File: src/rtl/wb_cw_bridge.sv
// CW-to-Wishbone bridge: decodes a header/address/data frame from the compressor
// into single or burst Wishbone master cycles and returns per-beat ack/err pulses.
module wb_cw_bridge #(
    parameter int ADDR_W = 24
) (
    input  logic              i_clk,
    input  logic              i_rst,
    input  logic              cw_req,
    input  logic              cw_dir,
    input  logic [15:0]       cw_io_i,
    output logic [15:0]       cw_io_o,
    output logic              cw_ack,
    output logic              cw_err,
    output logic              wb_cyc,
    output logic              wb_stb,
    output logic              wb_we,
    output logic [ADDR_W-1:0] wb_adr,
    output logic [15:0]       wb_o_dat,
    output logic [1:0]        wb_sel,
    input  logic [15:0]       wb_i_dat,
    input  logic              wb_ack,
    input  logic              wb_err,
    output logic [2:0]        dbg_state
);

    // Handshake: a beat on the bus completes on the first rising edge where
    // wb_stb=1 and (wb_ack|wb_err)=1; the CW side sees exactly one cw_ack or
    // cw_err cycle per completed beat, and cw_req low at any point abandons the frame.
    typedef enum logic [2:0] {
        S_IDLE     = 3'd0,
        S_ADDR     = 3'd1,
        S_WDATA    = 3'd2,
        S_BUS      = 3'd3,
        S_RESP     = 3'd4,
        S_WAIT_REL = 3'd5
    } state_t;

    state_t              state_q, state_d;
    logic                cyc_q, cyc_d;
    logic                we_q, we_d;
    logic [1:0]          sel_q, sel_d;
    logic [7:0]          adr_hi_q, adr_hi_d;
    logic [ADDR_W-1:0]   adr_q, adr_d;
    logic [15:0]         wdat_q, wdat_d;
    logic [15:0]         rdat_q, rdat_d;
    logic                err_q, err_d;
    logic [3:0]          beats_q, beats_d;
    logic                unused_hdr_bits;

    assign unused_hdr_bits = ^cw_io_i[10:8];

    always_ff @(posedge i_clk or negedge i_rst) begin
        if (!i_rst) state_q <= S_IDLE;
        else        state_q <= state_d;
    end

    always_comb begin
        state_d = state_q;
        case (state_q)
            S_IDLE:     if (cw_req) state_d = S_ADDR;
            S_ADDR:     state_d = !cw_req ? S_IDLE : (we_q ? S_WDATA : S_BUS);
            S_WDATA:    state_d = !cw_req ? S_IDLE : S_BUS;
            S_BUS: begin
                if (!cw_req)               state_d = S_IDLE;
                else if (wb_ack || wb_err) state_d = S_RESP;
            end
            S_RESP: begin
                if (!cw_req)                      state_d = S_IDLE;
                else if (!err_q && beats_q > 4'd1) state_d = we_q ? S_WDATA : S_BUS;
                else                              state_d = S_WAIT_REL;
            end
            S_WAIT_REL: if (!cw_req) state_d = S_IDLE;
            default:    state_d = S_IDLE;
        endcase
    end

    always_comb begin
        cyc_d    = cyc_q;
        we_d     = we_q;
        sel_d    = sel_q;
        adr_hi_d = adr_hi_q;
        adr_d    = adr_q;
        wdat_d   = wdat_q;
        rdat_d   = rdat_q;
        err_d    = err_q;
        beats_d  = beats_q;
        case (state_q)
            S_IDLE: if (cw_req) begin
                we_d     = cw_io_i[15];
                sel_d    = cw_io_i[14:13];
                adr_hi_d = cw_io_i[7:0];
                err_d    = 1'b0;
                beats_d  = cw_io_i[11] ? 4'd8 : (cw_io_i[12] ? 4'd4 : 4'd1);
            end
            S_ADDR:  adr_d  = ADDR_W'({adr_hi_q, cw_io_i});
            S_WDATA: wdat_d = cw_io_i;
            S_BUS: begin
                if (wb_ack)           rdat_d = wb_i_dat;
                if (wb_ack || wb_err) err_d  = wb_err;
            end
            S_RESP: begin
                if (state_d == S_BUS || state_d == S_WDATA) begin
                    adr_d   = adr_q + ADDR_W'(1);
                    beats_d = beats_q - 4'd1;
                end else begin
                    beats_d = 4'd0;
                end
            end
            default: ;
        endcase
        // The cycle stays open across inter-beat RESP/WDATA and closes when the frame ends.
        if (state_d == S_BUS)                             cyc_d = 1'b1;
        else if (state_d == S_IDLE || state_d == S_WAIT_REL) cyc_d = 1'b0;
    end

    always_ff @(posedge i_clk or negedge i_rst) begin
        if (!i_rst) begin
            cyc_q    <= 1'b0;
            we_q     <= 1'b0;
            sel_q    <= 2'b00;
            adr_hi_q <= 8'h00;
            adr_q    <= '0;
            wdat_q   <= 16'h0000;
            rdat_q   <= 16'h0000;
            err_q    <= 1'b0;
            beats_q  <= 4'd0;
        end else begin
            cyc_q    <= cyc_d;
            we_q     <= we_d;
            sel_q    <= sel_d;
            adr_hi_q <= adr_hi_d;
            adr_q    <= adr_d;
            wdat_q   <= wdat_d;
            rdat_q   <= rdat_d;
            err_q    <= err_d;
            beats_q  <= beats_d;
        end
    end

    always_comb begin
        wb_cyc    = cyc_q;
        wb_stb    = (state_q == S_BUS);
        wb_we     = we_q;
        wb_sel    = sel_q;
        wb_adr    = adr_q;
        wb_o_dat  = wdat_q;
        cw_ack    = (state_q == S_RESP) && cw_req && !err_q;
        cw_err    = (state_q == S_RESP) && cw_req && err_q;
        cw_io_o   = (cw_ack && !we_q && cw_dir) ? rdat_q : 16'h0000;
        dbg_state = state_q;
    end

endmodule

File: config.mk
export PLATFORM = sky130hd
export DESIGN_NAME = wb_cw_bridge
export DESIGN_NICKNAME = d
export VERILOG_FILES = /design/src/rtl/wb_cw_bridge.sv
export SDC_FILE = /design/constraint.sdc
export NUM_CORES = 1
export LEC_CHECK = 0
export CORE_UTILIZATION = 25
export CTS_CLUSTER_SIZE = 14
export DETAILED_ROUTE_END_ITERATION = 16
export GPL_TIMING_DRIVEN = 0
export PLACE_DENSITY = 0.48
export SYNTH_ARGS = -nofsm -noshare
export SYNTH_HDL_FRONTEND = slang
export SYNTH_SLANG_ARGS = --single-unit
File: constraint.sdc
create_clock -name i_clk -period 2.2 [get_ports i_clk]
set_input_delay 0.55 -clock i_clk [delete_from_list [all_inputs] [get_ports i_clk]]
set_output_delay 0.55 -clock i_clk [all_outputs]
set_load 0.02 [all_outputs]
# Word-level counts from Yosys, hierarchy flattened
# Index checks and enable logic that the tools add are counted.
[word_totals] ff_bits=76 inputBits=38 output_inout_bits=66 wordCells=69
[op_classes] addsub=2 n_lt_le_gt_ge=1 eq_ne=11 n_mux=23 n_reduce_logical=22
[op_table] cell="$pmux W24 S2" count=1
[op_table] cell="$add A24 B1 Y24 const B" count=1
[op_table] cell="$mux W24" count=1
[op_table] cell="$mux W3" count=8
[op_table] cell="$pmux W3 S6" count=1
[op_table] cell="$mux W16" count=1
[op_table] cell="$eq A3 B2 Y1 const B" count=4
[op_table] cell="$mux W4" count=3
[op_table] cell="$eq A3 B3 Y1 const B" count=3
[op_table] cell="$pmux W4 S2" count=1
[op_table] cell="$reduce_and A2 Y1" count=4
[op_table] cell="$reduce_bool A2 Y1" count=4
[op_table] cell="$logic_and A1 B1 Y1" count=6
[op_table] cell="$logic_not A3 Y1" count=2
[op_table] cell="$mux W1" count=5
[op_table] cell="$gt A4 B1 Y1 const B" count=1
[op_table] cell="$ne A2 B2 Y1 const B" count=2
[op_table] cell="$sub A4 B1 Y4 const B" count=1
[op_table] cell="$eq A3 B1 Y1 const B" count=1
[op_table] cell="$logic_or A1 B1 Y1" count=3
[op_table] cell="$reduce_and A3 Y1" count=1
[op_table] cell="$logic_not A1 Y1" count=2
[op_table] cell="$mux W2" count=1
[op_table] cell="$ne A2 B1 Y1 const B" count=1
[op_table] cell="$pmux W1 S2" count=1

# Longest topological paths before layout
# Gate-level depths: netlist (run 1).
[logic_depth] depth_word=9 ltp_mapped=8 mapped_depth_nobuf=7

# Worst setup path before layout (run 1)
# OpenSTA, ideal clock, no wires.
[synth_timing] path_kind="register -> output" start="register state_q[1], in the netlist dbg_state[1]" end="output cw_io_o[10]" t_arrival_ps=1795 setup_slack_ps=-145 stages_incl_launch_ff=7 path_buffers=2 path_cell_list="dfrtp_1 buf_6 nor3b_4 and2_1 and3b_1 clkbuf_2 and2_1"
[synth_between] elab_chain_len=6
[synth_lines] element="start: declaration" line_no="38" source="state_t state_q, state_d;"
[synth_lines] element="start signal: assignment" line_no="54" source="else state_q <= state_d;"
[synth_lines] element="$eq A3 B3 Y1" line_no="147" source="cw_ack = (state_q == S_RESP) && cw_req && !err_q;"
[synth_lines] element="$logic_and A1 B1 Y1 (2 in a row)" line_no="147"
[synth_lines] element="net cw_ack" line_no="12" source="output logic cw_ack,"
[synth_lines] element="$logic_and A1 B1 Y1 (2 in a row)" line_no="149" source="cw_io_o = (cw_ack && !we_q && cw_dir) ? rdat_q : 16'h0000;"
[synth_lines] element="$mux W16" line_no="149"
[synth_lines] element="end: declaration" line_no="11" source="output logic [15:0] cw_io_o,"
# The timed path passes the listed nets, and every way through them passes these cells.

# Final worst setup path (run 1)
[layout_timing] start="register state_q[1], in the netlist dbg_state[1]" end="output cw_io_o[7]"
[layout_between] elab_chain_len=6
[layout_lines] element="$eq A3 B3 Y1" line_no="147"
[layout_lines] element="$logic_and A1 B1 Y1 (2 in a row)" line_no="147"
[layout_lines] element="$logic_and A1 B1 Y1 (2 in a row)" line_no="149"
[layout_lines] element="$mux W16" line_no="149"
# Every way passes these cells.

==> reports/qor_table.md, run 1 <==
| Stage | Item | Value |
|:---|:---|:---|
| status | Result of the run | finished with violations |
| status | Violations in the final reports | negative setup slack |
| timing | Endpoints failing hold | 0 |
| cts | TritonCTS buffer count | 9 |
| yosys | Post-Synthesis Cells | 353 |
| finish | Commonest non-fill, non-tap cells in the layout | sky130_fd_sc_hd__clkdlybuf4s50_1, sky130_fd_sc_hd__dfrtp_1, sky130_fd_sc_hd__mux2_2, sky130_fd_sc_hd__buf_4, sky130_fd_sc_hd__a21oi_1 |
| critical path | Reg2reg setup slack | 0.16 ns |
| timing | Final number of max-transition violations | 0 |
| finish | Antenna Cells | 0 |
| cts | Root Buffer Master | sky130_fd_sc_hd__clkbuf_16 |
| drt | Routed length per placed instance | 17.5 µm |
| cts | Largest buffer count on any clock path | 2 |
| critical path | Type of destination of the critical path | output pin |
| yosys | Syn_area_per_cell | 11.0 µm² |
| critical path | Crit path arrival time | 1.93 ns |
| global route | Pin count of the biggest net entering global routing | 43 |
| yosys | Synth area leader | sky130_fd_sc_hd__dfrtp_1 |
| drt | Remaining antenna violation count after routing | 0 |
| placement | Placer's final routability congestion estimate | 0.775 |
| drt | Via total after detailed routing | 3345 |
| critical path | Critical path class | register to output pin |
| drt | Routed met2 length | 5.31 mm |
| yosys | Ys async rst share | 1.00 |
| placement | Detailed placer's ending HPWL | 8.22 mm |
| power and ir drop | Ratio of total power to cell area | 1240 nW/µm² |
| critical path | Worst reg2reg endpoint | wb_adr[14] |
| global route | Vias in the first global route | 3308 |
| drt | Routed wire length | 11.8 mm |
| die | Initial cell density of the core | 0.256 |
| yosys | Post-Synthesis Cell Area | 3890 µm² |
| timing | Final period demand of the worst path | 2.48 ns |
| cts | Clock sink total | 76 |
| die | Number of rows created at floorplan | 45 |
| finish | Most frequent standard cell in the layout excluding fill and tap cells | sky130_fd_sc_hd__clkdlybuf4s50_1 |
| die | Die Outline Area | 16100 µm² |
| timing | Tcrit/Tclk final | 1.13 |
| drt | DR vias/cell | 4.96 |
| timing | Final clock skew | 0.00845 ns |
| critical path | Worst reg2reg startpoint | beats_q[0] |
| yosys | Fraction of the yosys area taken by sequential cells | 0.488 |
| placement | Buffers on Ports | 103 |
| yosys | Commonest register cell after synthesis | sky130_fd_sc_hd__dfrtp_1 |
| timing | Final setup violation count | 16 |
| critical path | R2R depth | 8 |
| cts | Number of H-tree branching levels | 3 |
| critical path | Crit start category | register |
| drt | Number of remaining DRC errors | 0 |
| timing | RSZ-0062 raised after global routing | yes |
| critical path | Critical path peak fanout | 7 |
| drt | Top Metal Used | met4 |
| drt | Number of iterations in the first detailed-routing pass | 4 |
| timing | Slew headroom | 0.626 |
| timing | Max frequency | 404 MHz |
| cts | Worst skew pair latency | 0.34 ns |
| die | Area inside the core boundary | 15200 µm² |
| hold path | HP Class | primary input to async pin |
| die | Vert. Die Dim | 127 µm |
| critical path | Crit path from | dbg_state[1] |
| global route | Overflow left after global routing | 0 |
| global route | Initial antenna violation count | 0 |
| global route | Total routing resource utilization after global routing | 0.154 |
| yosys | Yosys warning count | 0 |
| finish | Final layout net count | 522 |
| cts | CTS tree | yes |
| power and ir drop | Worst vdd ir | 0.000672 V |
| yosys | Count of unique library cells instantiated by Yosys | 66 |
| drt | Routed wl met3 | 681 µm |
| timing | Post-route worst setup slack | -0.275 ns |
| global route | Wire length of the first global-routing pass | 18.8 mm |
| yosys | Area fraction of the dominant cell type after synthesis | 0.488 |
| die | DIE WIDTH | 127 µm |
| cts | Cts-stage hold buffer count | 0 |
| critical path | Req. time, crit path | 1.65 ns |
| power and ir drop | Static leakage | 2.33 nW |
| finish | Share of post-route cells with drive strength above 1 | 0.294 |
| finish | Area growth from synthesis to final layout | 46.0% |
| yosys | Number of enable flip-flop cells after synthesis | 0 |
| yosys | Top cells by area in the synthesized netlist | sky130_fd_sc_hd__dfrtp_1, sky130_fd_sc_hd__mux2_2, sky130_fd_sc_hd__a21oi_1, sky130_fd_sc_hd__and2_1, sky130_fd_sc_hd__o21ai_0 |
| yosys | Synthesized Nets | 394 |
| timing | Worst-Margin Slew | 0.561 ns |
| critical path | End point of the critical path | cw_io_o[7] |
| run | Number of maximum-capacitance constraint violations | 0 |
| drt | Metal-1 WL | 5.60 mm |
| power and ir drop | Overall power consumption | 7.05 mW |
| die | Top-level I/O count | 104 |
| yosys | Count of state elements after synthesis | 76 |
| drt | Initial DRC Count | 182 |
| timing | Setup TNS | -3.97 ns |
| cts | Clock-pin slew on the worst setup and hold paths | 0.06 ns |
[critical path: stages, from the launching register on]
cell and delay (ns):
sky130_fd_sc_hd__dfrtp_2 0.43, sky130_fd_sc_hd__nor3b_4 0.21, sky130_fd_sc_hd__buf_4 0.14, sky130_fd_sc_hd__and2_4 0.13, sky130_fd_sc_hd__and3b_2 0.29, sky130_fd_sc_hd__buf_8 0.14, sky130_fd_sc_hd__and2_4 0.13, sky130_fd_sc_hd__buf_6 0.11
[per-layer routing]
metal  up-vias  track usage
li1       1586            -
met1      1646        0.212
met2       101        0.229
met3        12       0.0388
met4         0       0.0616
met5         -            0
[through the flow]
stage          cell area (µm²)  setup slack (ns)  utilization  hold slack (ns)  std cells
2_1_floorplan             3910            0.0115            -            0.254        353
3_3_place_gp              5180             -2.76        0.341            0.479        644
3_5_place_dp              5200             -1.06        0.342            0.485        645
4_1_cts                   5610            -0.345        0.369            0.200        669
5_1_grt                   5680            -0.348        0.374            0.226        674
6_report                  5680            -0.275        0.374            0.183        674
[state kept, by name, indices dropped and copies added (netlist names)]
name,cells
beats_q,4
wb_sel,2
dbg_state,3
adr_hi_q,8
wb_cyc,1
err_q,1
wb_we,1
wb_adr,24
wb_o_dat,16
rdat_q,16
[cells by family after synthesis]
logic type | synth area share
compound gates | 0.163
fa+ha+maj | 0.00964
buf+inv | 0.0382
flops | 0.488
mux | 0.124
simple gates | 0.176
[area by class of cell]
| type | count | area [µm²] |
|---|---|---|
| clock inverter | 1 | 30.0 |
| inverter | 7 | 26.3 |
| tap | 188 | 235 |
| fill | 1539 | 9520 |
| sequential | 76 | 1900 |
| multi-input combinational | 251 | 1900 |
| timing repair buffer | 120 | 1190 |
| buffer | 16 | 128 |
| clock buffer | 15 | 268 |
[how the worst min path moves through the flow]
stage / startpoint / to / depth (start not counted)
finish: i_rst / rdat_q[3] / 1
global route: i_rst / rdat_q[3] / 1
CTS: i_rst / rdat_q[3] / 1
detailed placement: rdat_q[12] / rdat_q[12] / 1
global placement: rdat_q[2] / rdat_q[2] / 1
floorplan: i_rst / adr_hi_q[0] / 0
[cells in the mapped netlist, types with 4 or more instances]
library cell	count
sky130_fd_sc_hd__a21oi_1	22
sky130_fd_sc_hd__a22o_1	4
sky130_fd_sc_hd__a311oi_1	4
sky130_fd_sc_hd__and2_1	17
sky130_fd_sc_hd__buf_2	7
sky130_fd_sc_hd__buf_6	4
sky130_fd_sc_hd__clkbuf_1	4
sky130_fd_sc_hd__dfrtp_1	76
sky130_fd_sc_hd__inv_1	6
sky130_fd_sc_hd__mux2_2	43
sky130_fd_sc_hd__nand2_1	20
sky130_fd_sc_hd__nand3_1	10
sky130_fd_sc_hd__nand4_1	7
sky130_fd_sc_hd__nor2_1	19
sky130_fd_sc_hd__nor3_1	8
sky130_fd_sc_hd__o21ai_0	21
sky130_fd_sc_hd__o22ai_1	13
[power breakdown]
part           switching (mW)  total [mW]  internal, mW
Combinational            1.42        2.90          1.48
Sequential              0.603        2.64          2.04
Clock                   0.566        1.51         0.943
Total                    2.59        7.05          4.46
[repair_timing]
action                                  in CTS  in global routing
setup buffers                                9                  6
pin swaps                                   15                  2
gates cloned                                 1                  0
resized for setup                          117                 17
endpoints found under the setup margin      25                 30
Power figures use the tool's default switching activity.
==> run 2: changes to the inputs <==
--- a/config.mk
+++ b/config.mk
@@ -5,6 +5,7 @@
 export SDC_FILE = /design/constraint.sdc
 export NUM_CORES = 1
 export LEC_CHECK = 0
+export CAP_MARGIN = 20
 export CORE_UTILIZATION = 25
 export CTS_CLUSTER_SIZE = 14
 export DETAILED_ROUTE_END_ITERATION = 16
==> results of run 2 <==
Final layout, timing and power as in run 1 (identical DEF).
==> run 3: changes to the inputs <==
--- a/config.mk
+++ b/config.mk
@@ -6,7 +6,9 @@
 export NUM_CORES = 1
 export LEC_CHECK = 0
 export CAP_MARGIN = 20
+export CORE_ASPECT_RATIO = 1.75
 export CORE_UTILIZATION = 25
+export CTS_BUF_LIST = sky130_fd_sc_hd__clkbuf_2
 export CTS_CLUSTER_SIZE = 14
 export DETAILED_ROUTE_END_ITERATION = 16
 export GPL_TIMING_DRIVEN = 0
==> reports/qor_table.md, run 3 (synthesis gave the netlist of run 1 again) <==
| Stage | Item | Value | Change |
|:---|:---|:---|:---|
| status | Result of the run | finished with violations | unchanged |
| status | Violations in the final reports | negative setup slack | unchanged |
| critical path | Type of destination of the critical path | output pin | unchanged |
| critical path | Crit path arrival time | 2.25 ns | was 1.93 ns |
| critical path | Cell chain of the critical path | buf_6 > nor3b_4 > and2_4 > and3b_2 > buf_4 > and2_1 > buf_4 | was nor3b_4 > buf_4 > and2_4 > and3b_2 > buf_8 > and2_4 > buf_6 |
| power and ir drop | Ratio of total power to cell area | 1110 nW/µm² | was 1240 nW/µm² |
| cts | Largest buffer count on any clock path | 2 | unchanged |
| cts | Clock sink total | 76 | unchanged |
| drt | Initial DRC Count | 160 | was 182 |
| finish | Final layout net count | 532 | was 522 |
| global route | Vias in the first global route | 3403 | was 3308 |
| cts | Clock-pin slew on the worst setup and hold paths | 0.22 ns | was 0.06 ns |
| critical path | R2R depth | 8 | unchanged |
| placement | Placed Area | 5200 µm² | about the same |
| finish | Area growth from synthesis to final layout | 44.1% | was 46.0% |
| global route | Overflow left after global routing | 0 | unchanged |
| cts | Root Buffer Master | sky130_fd_sc_hd__clkbuf_2 | was sky130_fd_sc_hd__clkbuf_16 |
| global route | Total routing resource utilization after global routing | 0.155 | was 0.154 |
| drt | Number of iterations in the first detailed-routing pass | 4 | unchanged |
| die | Top-level I/O count | 104 | unchanged |
| power and ir drop | Worst vdd ir | 0.000442 V | was 0.000672 V |
| critical path | Most frequent CP cell | sky130_fd_sc_hd__buf_4 | was sky130_fd_sc_hd__and2_4 |
| placement | Placer's final routability congestion estimate | 0.823 | was 0.775 |
| placement | Setup slack at placement | -1.07 ns | was -1.06 ns |
| finish | Final-layout fill cell count | 1600 | was 1539 |
| critical path | Crit start category | register | unchanged |
| finish | Non-filler instance count after layout | 683 | was 674 |
| cts | CTS tree | yes | unchanged |
| timing | Slew headroom | 0.544 | was 0.626 |
| timing | Endpoints failing hold | 0 | unchanged |
| global route | Initial antenna violation count | 1 | was 0 |
| timing | Worst-Margin Slew | 0.678 ns | was 0.561 ns |
| critical path | Worst reg2reg startpoint | beats_q[0] | unchanged |
| critical path | Delay-heaviest family, CP | simple AND/OR/NAND/NOR gates | unchanged |
| timing | Final setup violation count | 19 | was 16 |
| drt | Routed length per placed instance | 17.9 µm | was 17.5 µm |
| die | Number of rows created at floorplan | 60 | was 45 |
| drt | Number of remaining DRC errors | 0 | unchanged |
| power and ir drop | Static leakage | 2.46 nW | was 2.33 nW |
| run | Number of maximum-capacitance constraint violations | 0 | unchanged |
| placement | Buffers on Ports | 103 | unchanged |
| die | Die Outline Area | 16100 µm² | about the same |
| critical path | Worst reg2reg endpoint | wb_adr[12] | was wb_adr[14] |
| die | Area inside the core boundary | 15300 µm² | was 15200 µm² |
| drt | Remaining antenna violation count after routing | 0 | unchanged |
| timing | Final number of max-transition violations | 0 | unchanged |
| cts | TritonCTS buffer count | 9 | unchanged |
| finish | Share of post-route cells with drive strength above 1 | 0.331 | was 0.294 |
| critical path | Req. time, crit path | 1.65 ns | about the same |
| global route | Wire length of the first global-routing pass | 18.6 mm | was 18.8 mm |
| timing | Final period demand of the worst path | 2.80 ns | was 2.48 ns |
| finish | Number of flip-flops in the largest register | 24 | unchanged |
| timing | Final clock skew | 0.0330 ns | was 0.00845 ns |
| drt | Via total after detailed routing | 3456 | was 3345 |
| cts | Number of H-tree branching levels | 3 | unchanged |
| critical path | CP max stage delay | 0.46 ns | was 0.43 ns |
| hold path | HP Class | primary input to async pin | unchanged |
| critical path | Combined buffer and inverter count along the critical path | 3 | unchanged |
| critical path | CP max-delay cell | sky130_fd_sc_hd__dfrtp_2 | unchanged |
| critical path | Critical path class | register to output pin | unchanged |
| placement | Detailed placer's ending HPWL | 8.73 mm | was 8.22 mm |
| timing | RSZ-0062 raised after global routing | yes | unchanged |
| die | Vert. Die Dim | 167 µm | was 127 µm |
| critical path | Reg2reg setup slack | 0.17 ns | was 0.16 ns |
| placement | Cell total after placement | 643 | was 645 |
| timing | Tcrit/Tclk final | 1.27 | was 1.13 |
| global route | Pin count of the biggest net entering global routing | 50 | was 43 |
| drt | DR vias/cell | 5.06 | was 4.96 |
| critical path | Critical path peak fanout | 7 | unchanged |
| die | DIE WIDTH | 96.3 µm | was 127 µm |
| cts | Worst skew pair latency | 0.56 ns | was 0.34 ns |
| finish | Most frequent standard cell in the layout excluding fill and tap cells | sky130_fd_sc_hd__dfrtp_1 | was sky130_fd_sc_hd__clkdlybuf4s50_1 |
| finish | Fin area | 5610 µm² | was 5680 µm² |
| timing | Max frequency | 358 MHz | was 404 MHz |
| finish | Commonest non-fill, non-tap cells in the layout | sky130_fd_sc_hd__dfrtp_1, sky130_fd_sc_hd__clkdlybuf4s50_1, sky130_fd_sc_hd__mux2_2, sky130_fd_sc_hd__buf_4, sky130_fd_sc_hd__dlygate4sd2_1 | was sky130_fd_sc_hd__clkdlybuf4s50_1, sky130_fd_sc_hd__dfrtp_1, sky130_fd_sc_hd__mux2_2, sky130_fd_sc_hd__buf_4, sky130_fd_sc_hd__a21oi_1 |
| die | Initial cell density of the core | 0.254 | was 0.256 |
| drt | Routed wire length | 12.2 mm | was 11.8 mm |
| timing | Post-route worst setup slack | -0.595 ns | was -0.275 ns |
-- run 3: cell count changes in the layout (fill, tap and decap cells not counted), sizes merged, moves of 4 or more --
cell           delta
clkdlybuf4s50    -37
dlygate4sd2      +26
dlymetal6s2s     +11
buf              +10
clkbuf            -6
clkinv            +4
-- run 3: worst register-to-register path, cell delays in order, from the launching register on --
cell and delay (ns):
sky130_fd_sc_hd__dfrtp_1 0.48, sky130_fd_sc_hd__inv_1 0.09, sky130_fd_sc_hd__ha_1 0.20, sky130_fd_sc_hd__nor2_2 0.08, sky130_fd_sc_hd__o311a_2 0.45, sky130_fd_sc_hd__a21oi_4 0.20, sky130_fd_sc_hd__buf_4 0.23, sky130_fd_sc_hd__a21oi_1 0.06
sky130_fd_sc_hd__a2bb2oi_1 0.15
-- run 3: layer usage --
metal	vias to the layer above	routed length [µm]	global-route usage
met5	-	0	0
met4	0	277	0.0665
met3	23	640	0.0304
met2	122	6680	0.278
met1	1715	4610	0.172
li1	1596	-	-
-- run 3: how the worst max path moves through the flow --
stage	startpoint	depth (start not counted)	end	slack (ns)
after detailed placement	cw_req	7	cw_io_o[8]	-1.07
after floorplan	dbg_state[0]	6	cw_io_o[10]	0.01
after CTS	dbg_state[0]	7	cw_io_o[8]	-0.71
after global routing	dbg_state[1]	7	cw_io_o[1]	-0.75
final	dbg_state[1]	7	cw_io_o[1]	-0.60
after global placement	i_rst	1	dbg_state[0]	-2.64
-- run 3: final cells by class --
cell class / instances / area, µm² / share of cell area
flip-flops and latches: 76 / 1920 / 0.342
inverters: 7 / 26.3 / 0.00468
clock inverters: 7 / 67.6 / 0.0120
plain buffers: 18 / 158 / 0.0281
repair buffers: 128 / 1250 / 0.222
well taps: 186 / 233 / 0.0415
diodes: 1 / 2.50 / 0.000446
clock buffers: 9 / 45.0 / 0.00803
multi-input cells: 251 / 1920 / 0.341
-- run 3: timing repair --
item / in CTS / in global routing
setup buffers: 8 / 14
hold endpoints to repair: 27 / 0
endpoints found under the setup margin: 57 / 69
hold buffers: 1 / 0
gates cloned: 1 / 0
pin swaps: 16 / 5
gates resized for setup: 165 / 25
-- run 3: stage by stage --
stage / hold WS [ns] / TNS (ns) / utilization / total power, mW
after floorplan: 0.254 / 0 / - / 4.15
after global placement: 0.479 / -201.42 / 0.338 / 5.48
after global routing: 0.416 / -12.55 / 0.366 / 6.65
after CTS: 0.408 / -11.89 / 0.356 / 6.27
after detailed placement: 0.486 / -24.20 / 0.340 / 5.53
final: 0.444 / -9.68 / 0.366 / 6.23
-- run 3: power breakdown --
group / internal, mW / total (mW) / switching [mW]
clock network: 0.255 / 0.787 / 0.532
logic: 1.35 / 2.79 / 1.45
registers: 2.04 / 2.65 / 0.610
